### config.mk
export PLATFORM = sky130hd
export DESIGN_NAME = toggle_seq_ctrl
export DESIGN_NICKNAME = d
export VERILOG_FILES = /design/src/rtl/toggle_seq_pkg.sv /design/src/rtl/toggle_seq_ctrl_phase_counter.sv /design/src/rtl/toggle_seq_ctrl.sv
export SDC_FILE = /design/constraint.sdc
export NUM_CORES = 1
export LEC_CHECK = 0
export BUFFER_PORTS_ARGS = -buffer_cell sky130_fd_sc_hd__buf_2
export CAP_MARGIN = 5
export CORE_AREA = 2 2 85 63
export CTS_CLUSTER_SIZE = 40
export DETAILED_ROUTE_END_ITERATION = 8
export DIE_AREA = 0 0 87 65
export PLACE_DENSITY = 0.84
export SYNTH_ARGS = -nofsm -noshare
export SYNTH_HDL_FRONTEND = slang
export SYNTH_SLANG_ARGS = --single-unit
### constraint.sdc
create_clock -name clk -period 2.3 [get_ports clk]
set_input_delay 0.115 -clock clk [delete_from_list [all_inputs] [get_ports clk]]
set_output_delay 0.115 -clock clk [all_outputs]
set_load 0.01 [all_outputs]
### src/rtl/toggle_seq_pkg.sv
// Shared types and helpers for the toggle sequencer.
// Optional abort support in the top is gated by TOGGLE_SEQ_ABORT_EN.
package toggle_seq_pkg;

    typedef enum logic [1:0] {
        IDLE = 2'd0,
        HIGH = 2'd1,
        LOW  = 2'd2,
        DONE = 2'd3
    } toggle_seq_state_t;

    // A zero-length phase still lasts one cycle.
    function automatic int unsigned phase_load(input int unsigned len);
        return (len == 0) ? 0 : len - 1;
    endfunction

endpackage

### src/rtl/toggle_seq_ctrl_phase_counter.sv
// Down-counter timing a single HIGH or LOW phase.
// Optional abort support in the top is gated by TOGGLE_SEQ_ABORT_EN.
module phase_counter #(
    parameter int unsigned CNT_W = 8
) (
    input  logic             clk,
    input  logic             rst_n,
    input  logic             load_i,
    input  logic [CNT_W-1:0] load_val_i,
    output logic             zero_o
);

    logic [CNT_W-1:0] cnt_q;
    logic [CNT_W-1:0] cnt_d;

    always_comb begin
        cnt_d = cnt_q;
        if (load_i) begin
            cnt_d = load_val_i;
        end else if (cnt_q != '0) begin
            cnt_d = cnt_q - CNT_W'(1);
        end
    end

    always_ff @(posedge clk or negedge rst_n) begin
        if (!rst_n) begin
            cnt_q <= '0;
        end else begin
            cnt_q <= cnt_d;
        end
    end

    assign zero_o = (cnt_q == '0);

endmodule

### src/rtl/toggle_seq_ctrl.sv
// Burst sequencer: N periods of LEVEL/0 phases, then a done pulse.
// Define TOGGLE_SEQ_ABORT_EN to add the abort input.
module toggle_seq_ctrl
    import toggle_seq_pkg::*;
#(
    parameter  int unsigned LEVEL = 1,
    parameter  int unsigned CNT_W = 8,
    localparam int unsigned OUT_W = $clog2(LEVEL) + 1
) (
    input  logic             clk,
    input  logic             reset_n,
    input  logic             start,
    input  logic [CNT_W-1:0] high_len,
    input  logic [CNT_W-1:0] low_len,
    input  logic [CNT_W-1:0] n_periods,
`ifdef TOGGLE_SEQ_ABORT_EN
    input  logic             abort,
`endif
    output logic             busy,
    output logic             done,
    output logic [OUT_W-1:0] level_out
);

    toggle_seq_state_t state_q, state_d;

    logic [CNT_W-1:0] hload_q, hload_d;
    logic [CNT_W-1:0] lload_q, lload_d;
    logic [CNT_W-1:0] per_q, per_d;
    logic             busy_q, busy_d;
    logic             done_q, done_d;
    logic [OUT_W-1:0] level_q, level_d;

    logic             ph_load;
    logic [CNT_W-1:0] ph_load_val;
    logic             ph_zero;
    logic             abort_w;

`ifdef TOGGLE_SEQ_ABORT_EN
    assign abort_w = abort;
`else
    assign abort_w = 1'b0;
`endif

    phase_counter #(
        .CNT_W(CNT_W)
    ) u_phase (
        .clk       (clk),
        .rst_n     (reset_n),
        .load_i    (ph_load),
        .load_val_i(ph_load_val),
        .zero_o    (ph_zero)
    );

    always_comb begin
        state_d     = state_q;
        hload_d     = hload_q;
        lload_d     = lload_q;
        per_d       = per_q;
        ph_load     = 1'b0;
        ph_load_val = hload_q;
        unique case (state_q)
            IDLE: begin
                if (start) begin
                    hload_d = CNT_W'(phase_load(32'(high_len)));
                    lload_d = CNT_W'(phase_load(32'(low_len)));
                    per_d   = n_periods;
                    if (n_periods == '0) begin
                        state_d = DONE;
                    end else begin
                        state_d     = HIGH;
                        ph_load     = 1'b1;
                        ph_load_val = hload_d;
                    end
                end
            end
            HIGH: begin
                if (abort_w) begin
                    state_d = DONE;
                end else if (ph_zero) begin
                    state_d     = LOW;
                    ph_load     = 1'b1;
                    ph_load_val = lload_q;
                end
            end
            LOW: begin
                if (abort_w) begin
                    state_d = DONE;
                end else if (ph_zero) begin
                    per_d = per_q - CNT_W'(1);
                    if (per_q == CNT_W'(1)) begin
                        state_d = DONE;
                    end else begin
                        state_d     = HIGH;
                        ph_load     = 1'b1;
                        ph_load_val = hload_q;
                    end
                end
            end
            DONE: begin
                state_d = IDLE;
                per_d   = '0;
            end
            default: state_d = IDLE;
        endcase
    end

    // Outputs are decoded from the next state so they leave a flop.
    always_comb begin
        busy_d  = (state_d == HIGH) || (state_d == LOW);
        done_d  = (state_d == DONE);
        level_d = (state_d == HIGH) ? OUT_W'(LEVEL) : '0;
    end

    always_ff @(posedge clk or negedge reset_n) begin
        if (!reset_n) begin
            state_q <= IDLE;
            hload_q <= '0;
            lload_q <= '0;
            per_q   <= '0;
            busy_q  <= 1'b0;
            done_q  <= 1'b0;
            level_q <= '0;
        end else begin
            state_q <= state_d;
            hload_q <= hload_d;
            lload_q <= lload_d;
            per_q   <= per_d;
            busy_q  <= busy_d;
            done_q  <= done_d;
            level_q <= level_d;
        end
    end

    assign busy      = busy_q;
    assign done      = done_q;
    assign level_out = level_q;

endmodule

After elaboration in Yosys (flattened, before gate mapping)
Index checks and enable logic that the tools add are counted.

Input bits: 27. Register bits: 37.

Add/subtract/negate cells: 4. Reduce and logical (&&, ||, !) cells: 11. Eq/ne operators: 9. Mux-type cells: 24.

Operators by type and width (number): 8-bit two-way mux (9); 8-bit logical NOT (4); 8-bit by 1-bit subtractor with 8-bit output (second input constant) (4); 8-bit case mux with 3 select lines (1); 8-bit case mux with 2 select lines (1); 2-bit two-way mux (5); 2-bit == test (second input constant) (4); 8-bit by 1-bit == test with 1-bit output (second input constant) (1); 2-bit case mux with 4 select lines (1); 8-bit nonzero test (1); 1-bit two-way mux (6); 2-bit by 1-bit == test with 1-bit output (second input constant) (2); 2-bit != test (second input constant) (2); 1-bit case mux with 3 select lines (1); 3-bit AND reduction (1); 3-bit nonzero test (1); 2-bit logical NOT (1); 2-bit AND reduction (1); 2-bit nonzero test (1); 1-bit logical OR (1).

Longest topological paths before layout
Depth in word-level cells: 6. Gate-level depth with buffers: 9. Gate-level depth less buffers: 8.

Cells and area by module
Synthesis repeated with hierarchy kept, for this count alone.

Cells, all modules: 264. Area, all modules: 2407.3 um^2.

Modules (own cells, without submodules): toggle_seq_ctrl (area each 1930.6 um^2, instances 1, cells an instance 210); phase_counter (area each 476.7 um^2, instances 1, cells an instance 54).

Least setup slack after synthesis
OpenSTA, ideal clock, no wires.

Path kind: reg-to-reg. Start: register u_phase.cnt_q[5]. End: register busy_q (netlist: busy). Cell stages (with the launch flop): 7. Buffers on the path: 1. Data required time: 2237 ps. Period minus slack after synthesis: 2172 ps. Setup time: 63 ps. Arrival: 2109 ps. Slack: 128 ps. Cell sequence: dfrtp_1 or4_4 or3_1 buf_2 a211oi_1 ha_1 inv_1.

Cells in the longest elaborated chain, start to end: 5. Elaborated cells on any way between the ends: 7. Those cells by class: eq/ne (2); mux (3); reduce/logical (2).

Ends and longest elaborated chain: from (decl) (RTL line toggle_seq_ctrl_phase_counter.sv:13) `logic [CNT_W-1:0] cnt_q;`; from (signal assigned) (RTL line toggle_seq_ctrl_phase_counter.sv:29) `cnt_q <= cnt_d;`; 8-bit logical NOT * (RTL line toggle_seq_ctrl_phase_counter.sv:33) `assign zero_o = (cnt_q == '0);`; 2-bit two-way mux (on tied branches) (RTL line toggle_seq_ctrl.sv:88, toggle_seq_ctrl.sv:79); 2-bit case mux with 4 select lines * (RTL line toggle_seq_ctrl.sv:61) `unique case (state_q)`; via state_d[0] (RTL line toggle_seq_ctrl.sv:24) `toggle_seq_state_t state_q, state_d;`; 2-bit by 1-bit == test with 1-bit output or 2-bit == test (tied branches) (RTL line toggle_seq_ctrl.sv:109) `busy_d = (state_d == HIGH) || (state_d == LOW);`; 1-bit logical OR * (RTL line toggle_seq_ctrl.sv:109); via busy_d (RTL line toggle_seq_ctrl.sv:29) `logic busy_q, busy_d;`; to (signal assigned) (RTL line toggle_seq_ctrl.sv:128) `busy_q <= busy_d;`; to (decl) (RTL line toggle_seq_ctrl.sv:29).

Mark *: on every way through the listed nets, which the timed path passes. The rest lies on a longest branch. A chain may end at the register's enable or synchronous reset.

Worst setup path in the final report
Ends and elaborated chain as after synthesis.

==> flow_summary.toml <==
[status]
status = "finished, final reports clean"

[critical_path]
critical_path_class = "flip-flop to flip-flop"
cp-start-kind = "flip-flop"
critical_path.top_delay_family = "simple AND/OR/NAND/NOR gates"
worstPathMaxFanout = 6
max_stage_delay_ns = 0.57
required_ns = 2.54
crit_buf_inv = 1
reg2reg_depth = 5
rr_startpoint = "u_phase.cnt_q[5]"
slowest_stage = "or4_4"
setup.worst_path.end_class = "flip-flop"
crit_chain = "or4_4 -> or3_1 -> a211oi_1 -> ha_1 -> inv_1"
cp.arrival_ns = 2.44
rrSetupSlack_ns = 0.09
worstReg2RegEnd = "busy"

[placement]
io_buffers = 29
routabilityCongestion = 0.9067
place_hpwl_um = 4403

[yosys]
ys_types = 53
synth_top_flop_cell = "dfrtp_1"
synth_area_um2 = 2480
ys_ff_latch = 37
synth.area.top_cells = "dfrtp_1 37%, o21ai_0 5.7%, ha_1 4.5%, nand2_1 3.9%, nor2_1 3.8%"
async_reset_ff_share_pct = 100.0
synth_edf_count = 0
synth_nets = 324
synth_largest_area_cell = "dfrtp_1"
ys_seq_area_share_pct = 37.34
synthCells = 288
synth_top_area_share_pct = 37.34
synth_most_common_cell = "dfrtp_1"
syn_area_per_cell_um2 = 8.611
synthTopCellsByCount = "37 x dfrtp_1, 28 x o21ai_0, 26 x nand2_1"
ys.warnings.count = 0

[final_layout]
drive_above_1_share_pct = 20.43
final_core_util_pct = 58.51
seq_area_um2 = 925.9
fillers = 419
area_growth_pct = 16.25
nNetsFinal = 363
multi_input_area_um2 = 1445
antenna_cells = 0

[grt]
grt_pass1_wl_um = 10160
grt_max_degree = 38
grt.overflow.total = 0
grt_pass1_vias = 2117
antenna_found_initial = 0
grt_util_all_layers_pct = 23.04

[detailed_routing]
via_per_inst = 6.160
vias = 2390
routed_wl_um = 5987
route.detailed.drc = 0
wire_per_inst_um = 15.43
drt_iter0_markers = 279
drt_first_pass_iters = 5
ant_nets = 0

[clock_network]
clkTransAtPathRegs_ns = 0.07
cts_buffers = 5
clockBufferDepth = 2
cts_sinks = 37
clock_latency_ns = 0.29
tritoncts = "yes"
cts-root-buf = "clkbuf_8"
htreeDepth = 2

[floorplanning]
dieArea_um2 = 5655
die_h_um = 65
die_w_um = 87
rows = 22
start_util_pct = 50.33
pin_count = 30
core_region_area_um2 = 4927

[sta]
max_slew_margin_pct = 41.24
min_period_over_period_pct = 95.90
worst_pin_slew_ns = 0.8755
hold_viol = 0
fin_setup_tns_ns = 0
final-setup-viol-count = 0
fin_crit_ns = 2.206
max_freq_ghz = 0.4534
finClkSkew_ns = 0.005344
slew_violations = 0
rsz0062_at_grt = "false"

[power]
leakage_nw = 1.279
ir_drop_mv = 0.4098
power.density_nw_per_um2 = 1179

[min_path]
min_path_type = "input pin to flip-flop"
hp-start = "low_len[0]"
whs_path_depth = 2
hold_end = "lload_q[0]"

[job]
drv_cap = 0
routing by layer:
metal / wire length [µm] / GRT usage, % / up-vias
met3: 498 / 4.968 / 10
met5: 0 / 0 / -
met4: 73 / 7.422 / 0
met1: 2880 / 36.00 / 1123
met2: 2535 / 31.11 / 120
li1: - / - / 1137
cell type report:
type	instances	share of cell area [%]
Multi-Input combinational cell	221	50.13
Sequential cell	37	32.12
Timing Repair Buffer	46	9.549
Clock buffer	7	3.342
Tap cell	60	2.604
Inverter	16	2.083
Clock inverter	1	0.1736
worst max-delay path by stage:
| stage | start | endpoint | cells after the start |
|---|---|---|---|
| CTS | u_phase.cnt_q[5] | busy | 5 |
| global route | u_phase.cnt_q[4] | busy | 5 |
| finish | u_phase.cnt_q[5] | busy | 5 |
| detailed placement | u_phase.cnt_q[5] | busy | 5 |
| floorplan | u_phase.cnt_q[5] | busy | 6 |
| global placement | u_phase.cnt_q[5] | busy | 5 |
worst reg2reg max path, stage by stage (launching register included):
cell and delay [ns]:
dfrtp_1 0.41, or4_4 0.57, or3_1 0.47, a211oi_1 0.37
ha_1 0.29, inv_1 0.05
flip-flops by register name (all words and copies together) (netlist names):
| signal | flops |
|---|---|
| done | 1 |
| state_q | 2 |
| level_out | 1 |
| busy | 1 |
| per_q | 8 |
| u_phase.cnt_q | 8 |
| lload_q | 8 |
| hload_q | 8 |
power breakdown:
group	switching, mW	internal, mW
clock	0.223	0.271
combinational	0.927	0.718
sequential	0.286	0.975
logic make-up (layout without fill, tap and decap cells):
group                      after synthesis  after routing  share of synthesized area (%)
buffers and inverters                   30             70                          5.197
AOI/OAI and AO/OA                      100            100                          26.44
DFF                                     37             37                          37.34
xor gates and xnor gates                 9              9                          3.179
adders and majority gates                9              9                          4.541
and+or+nand+nor                         96             96                          20.33
muxes                                    7              7                          2.977
per-stage QoR:
stage | total power [mW] | cell area [µm²] | worst slack (ns) | hold WS (ns) | instances
after floorplan | 2.355 | 2480 | 0.1285 | -0.1806 | 288
after global placement | 2.776 | 2751 | 0.1531 | 0.2545 | 379
after detailed placement | 2.826 | 2751 | 0.1208 | 0.2592 | 379
after CTS | 3.349 | 2863 | 0.09326 | 0.06600 | 388
after global routing | 3.691 | 2883 | 0.002658 | 0.08076 | 388
final | 3.400 | 2883 | 0.09421 | 0.06928 | 388
cells in the final DEF, fill, tap and decap left out, drive strengths merged, types with 8 or more instances in the layout:
cell / Yosys / layout
a21oi: 17 / 17
buf: 5 / 45
dfrtp: 37 / 37
ha: 9 / 9
inv: 16 / 16
nand2: 26 / 26
nor2: 25 / 25
nor3: 10 / 10
o21ai: 31 / 31
xnor2: 8 / 8
timing repair:
item	4_1_cts	5_1_grt
endpoints found under the setup margin	0	4
endpoints found under the hold margin	37	0
setup buffers	0	0
hold buffers	1	0
resized for setup	0	3
No activity file was read; power rests on OpenSTA's default activity.
